==> config.mk <==
export PLATFORM = sky130hd
export DESIGN_NAME = core_data_arbiter_flat
export DESIGN_NICKNAME = d
export VERILOG_FILES = /design/src/rtl/core_data_arbiter_pkg.sv /design/src/rtl/core_data_arbiter_if.sv /design/src/rtl/core_data_arb_fifo.sv /design/src/rtl/core_data_arbiter.sv /design/src/flat_wrapper.sv
export SDC_FILE = /design/constraint.sdc
export NUM_CORES = 1
export LEC_CHECK = 0
export CORE_AREA = 5 5 101 103
export DETAILED_ROUTE_END_ITERATION = 12
export DIE_AREA = 0 0 106 108
export PLACE_DENSITY = 0.8
export SLEW_MARGIN = 10
export SYNTH_ARGS = -nofsm -noshare
export SYNTH_HDL_FRONTEND = slang
export SYNTH_SLANG_ARGS = --single-unit
==> constraint.sdc <==
create_clock -name clk -period 3.3 [get_ports clk]
set_clock_uncertainty 0.2 [all_clocks]
set_input_delay 0.495 -clock clk [delete_from_list [all_inputs] [get_ports clk]]
set_output_delay 0.495 -clock clk [all_outputs]
set_load 0.05 [all_outputs]
==> src/rtl/core_data_arbiter_pkg.sv <==
// Shared types for the two-port data-memory arbiter: port IDs, lock states and the
// default in-flight read depth.
package core_data_arbiter_pkg;

  localparam int MAX_OUTST_DEF = 2;

  typedef enum logic {
    PORT_CORE = 1'b0,
    PORT_AUX  = 1'b1
  } port_id_e;

  typedef enum logic {
    UNLOCKED = 1'b0,
    LOCKED   = 1'b1
  } lock_state_e;

endpackage

==> src/rtl/core_data_arbiter_if.sv <==
// One req/gnt/rvalid memory port. Used for both requesters and for the memory side.
//
// Handshake: req (with wr/addr/wdata/be) is held stable until the cycle in which gnt
// is high; that cycle is the transfer. A read's data returns later, in order, as a
// single-cycle rvalid with rdata. Writes get no response.
interface core_data_arbiter_if #(
  parameter int ADDR_WIDTH = 16,
  parameter int DATA_WIDTH = 32,
  parameter int BE_WIDTH   = 4
);
  logic                  req;
  logic                  wr;
  logic [ADDR_WIDTH-1:0] addr;
  logic [DATA_WIDTH-1:0] wdata;
  logic [BE_WIDTH-1:0]   be;
  logic                  gnt;
  logic                  rvalid;
  logic [DATA_WIDTH-1:0] rdata;

  modport master (output req, wr, addr, wdata, be, input gnt, rvalid, rdata);
  modport slave  (input req, wr, addr, wdata, be, output gnt, rvalid, rdata);
endinterface

==> src/rtl/core_data_arb_fifo.sv <==
// In-order FIFO of 1-bit port IDs, one entry per outstanding read.
module core_data_arb_fifo #(
  parameter int DEPTH = 2
) (
  input  logic                     clk,
  input  logic                     rst,
  input  logic                     push,
  input  logic                     push_id,
  input  logic                     pop,
  output logic                     head,
  output logic                     full,
  output logic                     empty,
  output logic [$clog2(DEPTH):0]   count
);
  localparam int PTR_W = (DEPTH > 1) ? $clog2(DEPTH) : 1;
  localparam int CNT_W = $clog2(DEPTH) + 1;

  logic             mem_q [DEPTH];
  logic [PTR_W-1:0] wr_ptr;
  logic [PTR_W-1:0] rd_ptr;
  logic             do_push;
  logic             do_pop;

  function automatic logic [PTR_W-1:0] ptr_next(input logic [PTR_W-1:0] p);
    return (p == PTR_W'(DEPTH - 1)) ? '0 : p + 1'b1;
  endfunction

  assign full    = (count == CNT_W'(DEPTH));
  assign empty   = (count == '0);
  assign head    = mem_q[rd_ptr];
  assign do_push = push && !full;
  assign do_pop  = pop && !empty;

  always_ff @(posedge clk) begin
    if (do_push) mem_q[wr_ptr] <= push_id;
  end

  always_ff @(posedge clk) begin
    if (rst) begin
      wr_ptr <= '0;
      rd_ptr <= '0;
      count  <= '0;
    end else begin
      if (do_push) wr_ptr <= ptr_next(wr_ptr);
      if (do_pop)  rd_ptr <= ptr_next(rd_ptr);
      case ({do_push, do_pop})
        2'b10:   count <= count + 1'b1;
        2'b01:   count <= count - 1'b1;
        default: count <= count;
      endcase
    end
  end
endmodule

==> src/rtl/core_data_arbiter.sv <==
// Shares one data-memory port between the core (port 0) and an aux master (port 1).
// Optional build macro DATA_ARB_FIXED_PRIO_EN: port 0 wins ties instead of round-robin.
module core_data_arbiter
  import core_data_arbiter_pkg::*;
#(
  parameter int ADDR_WIDTH = 16,
  parameter int DATA_WIDTH = 32,
  parameter int BE_WIDTH   = 4,
  parameter int MAX_OUTST  = MAX_OUTST_DEF
) (
  input  logic                        clk,
  input  logic                        rst,
  core_data_arbiter_if.slave          m0,
  core_data_arbiter_if.slave          m1,
  core_data_arbiter_if.master         mem,
  output logic [$clog2(MAX_OUTST):0]  outst_cnt_o,
  output logic                        err_o,
  output lock_state_e                 lock_state_o
);
  lock_state_e lock_state;
  port_id_e    lock_id;
  port_id_e    sel;
  logic        elig0, elig1;
  logic        fifo_full, fifo_empty, fifo_head;
  logic        grant, push, pop;

  // A read can only be issued while a response slot is free; writes always can.
  assign elig0 = m0.req && (m0.wr || !fifo_full);
  assign elig1 = m1.req && (m1.wr || !fifo_full);

`ifdef DATA_ARB_FIXED_PRIO_EN
  always_comb begin
    sel = PORT_CORE;
    if (lock_state == LOCKED)  sel = lock_id;
    else if (elig1 && !elig0)  sel = PORT_AUX;
  end
`else
  port_id_e rr_ptr;

  always_comb begin
    sel = rr_ptr;
    if (lock_state == LOCKED)  sel = lock_id;
    else if (elig0 && !elig1)  sel = PORT_CORE;
    else if (elig1 && !elig0)  sel = PORT_AUX;
  end

  always_ff @(posedge clk) begin
    if (rst)        rr_ptr <= PORT_CORE;
    else if (grant) rr_ptr <= (sel == PORT_CORE) ? PORT_AUX : PORT_CORE;
  end
`endif

  always_comb begin
    mem.req   = (sel == PORT_AUX) ? elig1 : elig0;
    mem.wr    = 1'b0;
    mem.addr  = '0;
    mem.wdata = '0;
    mem.be    = '0;
    if (mem.req) begin
      if (sel == PORT_AUX) begin
        mem.wr = m1.wr; mem.addr = m1.addr; mem.wdata = m1.wdata; mem.be = m1.be;
      end else begin
        mem.wr = m0.wr; mem.addr = m0.addr; mem.wdata = m0.wdata; mem.be = m0.be;
      end
    end
  end

  assign grant    = mem.req && mem.gnt;
  assign push     = grant && !mem.wr;
  assign pop      = mem.rvalid && !fifo_empty;
  assign m0.gnt   = grant && (sel == PORT_CORE);
  assign m1.gnt   = grant && (sel == PORT_AUX);
  assign m0.rvalid = pop && (fifo_head == PORT_CORE);
  assign m1.rvalid = pop && (fifo_head == PORT_AUX);
  assign m0.rdata = mem.rdata;
  assign m1.rdata = mem.rdata;

  // An ungranted request pins the selection so the memory sees stable address/data.
  always_ff @(posedge clk) begin
    if (rst) begin
      lock_state <= UNLOCKED;
      lock_id    <= PORT_CORE;
    end else begin
      case (lock_state)
        UNLOCKED: if (mem.req && !mem.gnt) begin
          lock_state <= LOCKED;
          lock_id    <= sel;
        end
        LOCKED: if (mem.gnt) lock_state <= UNLOCKED;
      endcase
    end
  end

  always_ff @(posedge clk) begin
    if (rst)                           err_o <= 1'b0;
    else if (mem.rvalid && fifo_empty) err_o <= 1'b1;
  end

  assign lock_state_o = lock_state;

  core_data_arb_fifo #(.DEPTH(MAX_OUTST)) u_fifo (
    .clk     (clk),
    .rst     (rst),
    .push    (push),
    .push_id (sel),
    .pop     (pop),
    .head    (fifo_head),
    .full    (fifo_full),
    .empty   (fifo_empty),
    .count   (outst_cnt_o)
  );
endmodule

==> src/flat_wrapper.sv <==
// flat-port wrapper written by rule: the top's interface ports become plain ports
module core_data_arbiter_flat import core_data_arbiter_pkg::*;
#(
  parameter int ADDR_WIDTH = 16,
  parameter int DATA_WIDTH = 32,
  parameter int BE_WIDTH   = 4,
  parameter int MAX_OUTST  = MAX_OUTST_DEF
)
  (clk, rst, outst_cnt_o, err_o, lock_state_o, m0_req, m0_wr, m0_addr, m0_wdata, m0_be, m0_gnt, m0_rvalid, m0_rdata, m1_req, m1_wr, m1_addr, m1_wdata, m1_be, m1_gnt, m1_rvalid, m1_rdata, mem_req, mem_wr, mem_addr, mem_wdata, mem_be, mem_gnt, mem_rvalid, mem_rdata);
  core_data_arbiter_if #(.ADDR_WIDTH(ADDR_WIDTH), .DATA_WIDTH(DATA_WIDTH), .BE_WIDTH(BE_WIDTH)) m0_i ();
  core_data_arbiter_if #(.ADDR_WIDTH(ADDR_WIDTH), .DATA_WIDTH(DATA_WIDTH), .BE_WIDTH(BE_WIDTH)) m1_i ();
  core_data_arbiter_if #(.ADDR_WIDTH(ADDR_WIDTH), .DATA_WIDTH(DATA_WIDTH), .BE_WIDTH(BE_WIDTH)) mem_i ();
  input  logic clk;
  input  logic rst;
  output logic [$clog2(MAX_OUTST):0] outst_cnt_o;
  output logic err_o;
  output lock_state_e lock_state_o;
  input wire logic [$bits(m0_i.req)-1:0] m0_req;
  input wire logic [$bits(m0_i.wr)-1:0] m0_wr;
  input wire logic [$bits(m0_i.addr)-1:0] m0_addr;
  input wire logic [$bits(m0_i.wdata)-1:0] m0_wdata;
  input wire logic [$bits(m0_i.be)-1:0] m0_be;
  output wire logic [$bits(m0_i.gnt)-1:0] m0_gnt;
  output wire logic [$bits(m0_i.rvalid)-1:0] m0_rvalid;
  output wire logic [$bits(m0_i.rdata)-1:0] m0_rdata;
  input wire logic [$bits(m1_i.req)-1:0] m1_req;
  input wire logic [$bits(m1_i.wr)-1:0] m1_wr;
  input wire logic [$bits(m1_i.addr)-1:0] m1_addr;
  input wire logic [$bits(m1_i.wdata)-1:0] m1_wdata;
  input wire logic [$bits(m1_i.be)-1:0] m1_be;
  output wire logic [$bits(m1_i.gnt)-1:0] m1_gnt;
  output wire logic [$bits(m1_i.rvalid)-1:0] m1_rvalid;
  output wire logic [$bits(m1_i.rdata)-1:0] m1_rdata;
  output wire logic [$bits(mem_i.req)-1:0] mem_req;
  output wire logic [$bits(mem_i.wr)-1:0] mem_wr;
  output wire logic [$bits(mem_i.addr)-1:0] mem_addr;
  output wire logic [$bits(mem_i.wdata)-1:0] mem_wdata;
  output wire logic [$bits(mem_i.be)-1:0] mem_be;
  input wire logic [$bits(mem_i.gnt)-1:0] mem_gnt;
  input wire logic [$bits(mem_i.rvalid)-1:0] mem_rvalid;
  input wire logic [$bits(mem_i.rdata)-1:0] mem_rdata;
  assign m0_i.req = m0_req;
  assign m0_i.wr = m0_wr;
  assign m0_i.addr = m0_addr;
  assign m0_i.wdata = m0_wdata;
  assign m0_i.be = m0_be;
  assign m0_gnt = m0_i.gnt;
  assign m0_rvalid = m0_i.rvalid;
  assign m0_rdata = m0_i.rdata;
  assign m1_i.req = m1_req;
  assign m1_i.wr = m1_wr;
  assign m1_i.addr = m1_addr;
  assign m1_i.wdata = m1_wdata;
  assign m1_i.be = m1_be;
  assign m1_gnt = m1_i.gnt;
  assign m1_rvalid = m1_i.rvalid;
  assign m1_rdata = m1_i.rdata;
  assign mem_req = mem_i.req;
  assign mem_wr = mem_i.wr;
  assign mem_addr = mem_i.addr;
  assign mem_wdata = mem_i.wdata;
  assign mem_be = mem_i.be;
  assign mem_i.gnt = mem_gnt;
  assign mem_i.rvalid = mem_rvalid;
  assign mem_i.rdata = mem_rdata;
  core_data_arbiter #(.ADDR_WIDTH(ADDR_WIDTH), .DATA_WIDTH(DATA_WIDTH), .BE_WIDTH(BE_WIDTH), .MAX_OUTST(MAX_OUTST)) u_core (.clk(clk), .rst(rst), .m0(m0_i), .m1(m1_i), .mem(mem_i), .outst_cnt_o(outst_cnt_o), .err_o(err_o), .lock_state_o(lock_state_o));
endmodule
# [After elaboration in Yosys (flattened, before gate mapping)]
# Memories as Yosys holds them, arrays and structs flattened. A register that Yosys moved wholly into a read port is not among the register bits.
# Index checks and enable logic that the tools add are counted.
# W data, S select, Z words.
[word_totals] inputBits=144 ram_bits=2 regBits=8 memories=1 wordCells=67
[memory_table] name="u_core.u_fifo.mem_q" words=2 word_bits=1 read_ports=1 rd_ports_with_merged_regs=1 wr=1 line_no="core_data_arb_fifo.sv:18" text="logic mem_q [DEPTH];"
[op_classes] reduce_logical=26 n_eq_ne=3 bitwise_logic=3 muxes=23 addsub=4
[ops] cell="$mux W32" count=2
[ops] cell="$mux W16" count=2
[ops] cell="$logic_and A1 B1 Y1" count=15
[ops] cell="$mux W1" count=15
[ops] cell="$mux W4" count=2
[ops] cell="$logic_not A1 Y1" count=6
[ops] cell="$eq A2 B2 Y1 const B" count=2
[ops] cell="$pmux W2 S2" count=1
[ops] cell="$not A1 Y1" count=3
[ops] cell="$add A1 B1 Y1 const B" count=2
[ops] cell="$add A2 B1 Y2 const B" count=1
[ops] cell="$eq A2 B1 Y1 const B" count=1
[ops] cell="$logic_not A2 Y1" count=1
[ops] cell="$logic_or A1 B1 Y1" count=2
[ops] cell="$pmux W1 S2" count=1
[ops] cell="$reduce_and A2 Y1" count=1
[ops] cell="$reduce_bool A2 Y1" count=1
[ops] cell="$sub A2 B1 Y2 const B" count=1

# [Logic depth before layout (Yosys ltp)]
[depth] word_depth=16 mapped_depth=9 mapped_depth_nobuf=8

# [By module]
# From an unflattened synthesis, not the netlist that was laid out.
[unflattened] hier_cells=338 area_unflattened_um2=2508.7
[modules_own_cells] module="core_data_arbiter" area_per_inst_um2=2213.4 instances=1 cells_per_inst=309 seq_area_each_um2=80.1
[modules_own_cells] module="core_data_arb_fifo" area_per_inst_um2=295.3 instances=1 cells_per_inst=29 seq_area_each_um2=160.2

# [Worst setup path after synthesis]
# Ideal clock, no wire load.
[synth_timing] path_type="register to output" startpoint="register u_core.u_fifo.count[1]" endpoint="output port mem_addr[15]" stages_incl_launch_ff=7 path_buffers=1 arrival_time_ns=2.700 required_ns=2.605 setup_slack_ns=-0.095 path_cell_list="dfxtp_1 -> or3b_4 -> a2111oi_4 -> or2_4 -> buf_12 -> nand2_1 -> a21oi_1"
[synth_via] elab_chain_cells=11 elab_cells_between_ends=16 cone_classes="1 x eq/ne; 6 x mux; 9 x reduce/logical"
[synth_lines] item="start, declared" line_no="core_data_arb_fifo.sv:13" text="output logic [$clog2(DEPTH):0] count"
[synth_lines] item="start signal, assigned" line_no="core_data_arb_fifo.sv:47" text="2'b10: count <= count + 1'b1;"
[synth_lines] item="start signal, assigned" line_no="core_data_arb_fifo.sv:48" text="2'b01: count <= count - 1'b1;"
[synth_lines] item="start signal, assigned" line_no="core_data_arb_fifo.sv:49" text="default: count <= count;"
[synth_lines] item="$eq A2 B2 Y1 (*)" line_no="core_data_arb_fifo.sv:28" text="assign full = (count == CNT_W'(DEPTH));"
[synth_lines] item="$logic_not A1 Y1 (*)" line_no="core_data_arbiter.sv:28, core_data_arbiter.sv:29"
[synth_lines] item="$logic_or A1 B1 Y1" line_no="core_data_arbiter.sv:28" text="assign elig0 = m0.req && (m0.wr || !fifo_full);"
[synth_lines] item="$logic_and A1 B1 Y1" line_no="core_data_arbiter.sv:28"
[synth_lines] item="$logic_not A1 Y1" line_no="core_data_arbiter.sv:44" text="else if (elig1 && !elig0) sel = PORT_AUX;"
[synth_lines] item="$logic_and A1 B1 Y1" line_no="core_data_arbiter.sv:44"
[synth_lines] item="$mux W1" line_no="core_data_arbiter.sv:44"
[synth_lines] item="$mux W1" line_no="core_data_arbiter.sv:43" text="else if (elig0 && !elig1) sel = PORT_CORE;"
[synth_lines] item="$mux W1" line_no="core_data_arbiter.sv:42" text="if (lock_state == LOCKED) sel = lock_id;"
[synth_lines] item="$mux W16 or $mux W1 (tied branches)" line_no="core_data_arbiter.sv:60, core_data_arbiter.sv:54"
[synth_lines] item="$mux W16 (*)" line_no="core_data_arbiter.sv:59" text="if (mem.req) begin"
[synth_lines] item="end, declared" line_no="flat_wrapper.sv:36" text="output wire logic [$bits(mem_i.addr)-1:0] mem_addr;"
# Every way passes the cells marked *; elsewhere a longest branch is shown, timed or not.

# [Worst setup path after layout]
[layout_timing] startpoint="input port m0_wr" endpoint="output port mem_addr[8]"
[layout_via] elab_chain_cells=9 elab_cells_between_ends=11 cone_classes="6 x mux; 5 x reduce/logical"
[layout_lines] item="start, declared" line_no="flat_wrapper.sv:19" text="input wire logic [$bits(m0_i.wr)-1:0] m0_wr;"
[layout_lines] item="$logic_or A1 B1 Y1 (*)" line_no="core_data_arbiter.sv:28"
[layout_lines] item="$logic_and A1 B1 Y1 (*)" line_no="core_data_arbiter.sv:28"
[layout_lines] item="$logic_not A1 Y1" line_no="core_data_arbiter.sv:44"
[layout_lines] item="$logic_and A1 B1 Y1" line_no="core_data_arbiter.sv:44"
[layout_lines] item="$mux W1" line_no="core_data_arbiter.sv:44"
[layout_lines] item="$mux W1" line_no="core_data_arbiter.sv:43"
[layout_lines] item="$mux W1" line_no="core_data_arbiter.sv:42"
[layout_lines] item="$mux W16 or $mux W1 (tied branches)" line_no="core_data_arbiter.sv:60, core_data_arbiter.sv:54"
[layout_lines] item="$mux W16 (*)" line_no="core_data_arbiter.sv:59"
# Marked as above.

==> results_dict.tcl <==
set metrics [dict create \
    totalWireLength_mm 9.32 \
    synth_cell_type_count 39 \
    portBuffers 173 \
    area_growth_pct 64.4 \
    initial_utilization 0.258 \
    setup_tns_ns 0 \
    fin_nets 577 \
    rows 35 \
    hold_class "reg2reg" \
    yosys.area.top_type "buf_4" \
    num_antenna_cells 0 \
    fmax_mhz 315 \
    use_met3 0.0454 \
    p_leak_uw 0.00155 \
    nFillCells 904 \
    final_core_util 0.423 \
    path_max_fanout 8 \
    synth_top_family_by_area "simple AND/OR/NAND/NOR gates" \
    total_power_uw 2040 \
    yosys_most_used_dff "dfxtp_1" \
    synth_xor_area_frac 0.0112 \
    crit_type "in2out" \
    p_clk_frac 0.066 \
    dr.pass1.iters 4 \
    ctsHoldBuffers 0 \
    avgRoutedWirePerCell_um 17.2 \
    coreArea_um2 9110 \
    synth-simple-area-share 0.317 \
    clk_latency_ns 0.24 \
    hold_viol_final 0 \
    final_layout_size_suffix_gt1_frac 0.490 \
    ys_ff_latch 11 \
    drt_iter0_drc 110 \
    p_seq_frac 0.093 \
    synthAdderAreaFrac 0.00533 \
    die_h_um 108 \
    dieArea_um2 11400 \
    postSynthCellCount 313 \
    worstPathRequired_ns 2.60 \
    finalSetupViolCount 0 \
    finalCritPeriodShare 0.962 \
    crit_family "buffers and inverters" \
    maxSlewHeadroom 0.663 \
    fin_area_um2 3860 \
    met1_usage 0.159 \
    synth_compound_area_frac 0.248 \
    start_kind "input pin" \
    grt_use_met2 0.272 \
    yosys_warnings 0 \
    synthMuxAreaShare 0.00907 \
    htree_levels 1 \
    clk_path_buf_depth 2 \
    p_sw_uw 1120 \
    rsz0062_at_grt "false" \
    hpwl_mm 7.28 \
    cts.sinks 11 \
    synth_area_um2 2350 \
    grt_util_all_layers 0.142 \
    root_buffer "clkbuf_8" \
    ys_top_cells_by_area "buf_4, a21oi_2, nand2_2" \
    async_flop_share 0 \
    grt_start_max_net_pins 29 \
    crit_chain "dlygate4sd2_1 -> or3b_4 -> a31o_1 -> or2_4 -> buf_12 -> inv_8 -> buf_12 -> buf_4 -> nand2_2 -> a21oi_2 -> buf_6" \
    p_int_uw 918 \
    synth_edf_count 2 \
    cp-end-kind "output port" \
    path_buf_inv 6 \
    syn_avg_cell_area_um2 7.50 \
    comb_power_share 0.840 \
    slew_violations 0 \
    cts_tree "built" \
    critical-path-max-stage-delay_ns 0.38 \
    peakVddDrop_mv 0.375 \
    swShare 0.549 \
    slowest_stage "or3b_4" \
    syn_nets 458 \
    die_w_um 106 \
    grt_pass1_wl_mm 13.3 \
    synth_top_cell_area_share 0.205 \
    yosysSeqAreaShare 0.102 \
    ant_nets 0 \
    vias_per_cell 4.52 \
    drc_errors 0 \
    grt_pass1_vias 2530 \
    worst_slack_ns 0.127 \
    maxCapViolCount 0 \
    grt-ovfl-total 0 \
    fin_crit_ns 3.17 \
    status "completed" \
    path_clk_slew_ns 0.05 \
    place_ws_ns -0.150 \
    busiest_layer "met2" \
    io-pin-count 270 \
    crit_arrival_ns 2.48 \
    grt_antenna_before_repair 0 \
    placed_area_um2 3600 \
    path_common_cell "buf_12" \
    vias 2450 \
    p_per_area_nw_per_um2 528 \
    gp_congestion 0.866 \
    worst_pin_slew_ns 0.503 \
    cts_made_buffers 3 \
]
## cells in the final DEF (no fill, tap or decap), drive strengths merged
master         Yosys  layout
a2111oi            1       1
a211oi             1       1
a21oi             61      61
a2bb2oi            1       1
a31o               1       1
and2               1       1
and3               1       1
buf               77      77
clkbuf             5       6
clkdlybuf4s50      0     115
dfxtp              9       9
dlygate4sd2        0       1
dlymetal6s2s       0       1
edfxtp             2       2
ha                 1       1
inv                6       6
mux2               1       1
mux2i              1       1
nand2            108     108
nand2b             1       1
nand3              2       2
nand3b             1       1
nor2              14      14
nor2b              3       3
nor4bb             1       1
o2111ai            1       1
o21ai              4       4
o31ai              1       1
or2                1       1
or3                1       1
or3b               3       3
xnor2              1       1
xor2               2       2
## routing by layer
metal	part of all wire	vias up	wire, um
met2	0.53	153	4940
met3	0.093	4	869
met1	0.37	1107	3480
li1	-	1186	-
met5	0	-	0
met4	0.0033	0	31
## metrics by stage
stage	hold slack (ns)	cells
global route	0.315	542
detailed placement	0.266	529
CTS	0.288	536
floorplan	0.272	313
finish	0.280	542
global placement	0.258	529
## tightest hold or removal path, stage by stage, from the launching register on
cell and delay [ns]:
dfxtp_1 0.32, a21oi_1 0.04, nor2_1 0.08
## final timing paths
| path | startpoint | end | slack, ns | cells after the start |
|---|---|---|---|---|
| setup reg to reg | u_core.u_fifo.count[1] | u_core.u_fifo.count[1] | 0.47 | 8 |
| setup / recovery | m0_wr | mem_addr[8] | 0.13 | 11 |
| hold reg to reg | u_core.err_o | u_core.err_o | 0.28 | 2 |
| hold / removal | u_core.err_o | u_core.err_o | 0.28 | 2 |
## cell families (layout without fill, tap and decap cells)
logic type,count (synthesis),after routing
AOI/OAI and AO/OA,71,71
xor gates and xnor gates,3,3
adders and majority gates,1,1
buffers and inverters,88,206
DFF,11,11
muxes,2,2
and+or+nand+nor,137,137
## synth_stat cells, drive strengths merged, types with 2 or more instances
cell,number
edfxtp,2
o21ai,4
nor2b,3
nand2,108
or3b,3
a21oi,61
xor2,2
nor2,14
dfxtp,9
buf,77
clkbuf,5
inv,6
nand3,2
## flip-flops by register name, indices dropped and copies added (netlist names), named ones only
| register | count |
|---|---|
| u_core.err_o | 1 |
| u_core.lock_id | 1 |
| u_core.lock_state_o | 1 |
| u_core.rr_ptr | 1 |
| u_core.u_fifo.count | 2 |
| u_core.u_fifo.mem_q | 2 |
| u_core.u_fifo.rd_ptr | 1 |
| u_core.u_fifo.wr_ptr | 1 |
## what timing repair did
item / in CTS / in global routing
gates cloned: 2 / 2
resized for setup: 14 / 5
setup endpoints to repair: 31 / 46
pin swaps: 3 / 4
setup buffers: 1 / 5
## power by group through the flow
| stage | logic (uW) | clock network [uW] | registers [uW] |
|---|---|---|---|
| 6_report | 1710 | 135 | 190 |
| 5_1_grt | 1800 | 141 | 194 |
| 4_1_cts | 1670 | 138 | 191 |
| 3_5_place_dp | 1590 | 0 | 193 |
| 3_3_place_gp | 1580 | 0 | 192 |
| 2_1_floorplan | 1290 | 0 | 226 |
## cell type report
class,count,area (um2),area share
Timing Repair Buffer,196,1980,0.513
Sequential cell,11,240,0.0623
Inverter,6,30.0,0.00779
Multi-Input combinational cell,214,1420,0.369
Clock buffer,4,45.0,0.0117
Tap cell,111,139,0.0360
No activity file was read; power rests on OpenSTA's default activity.
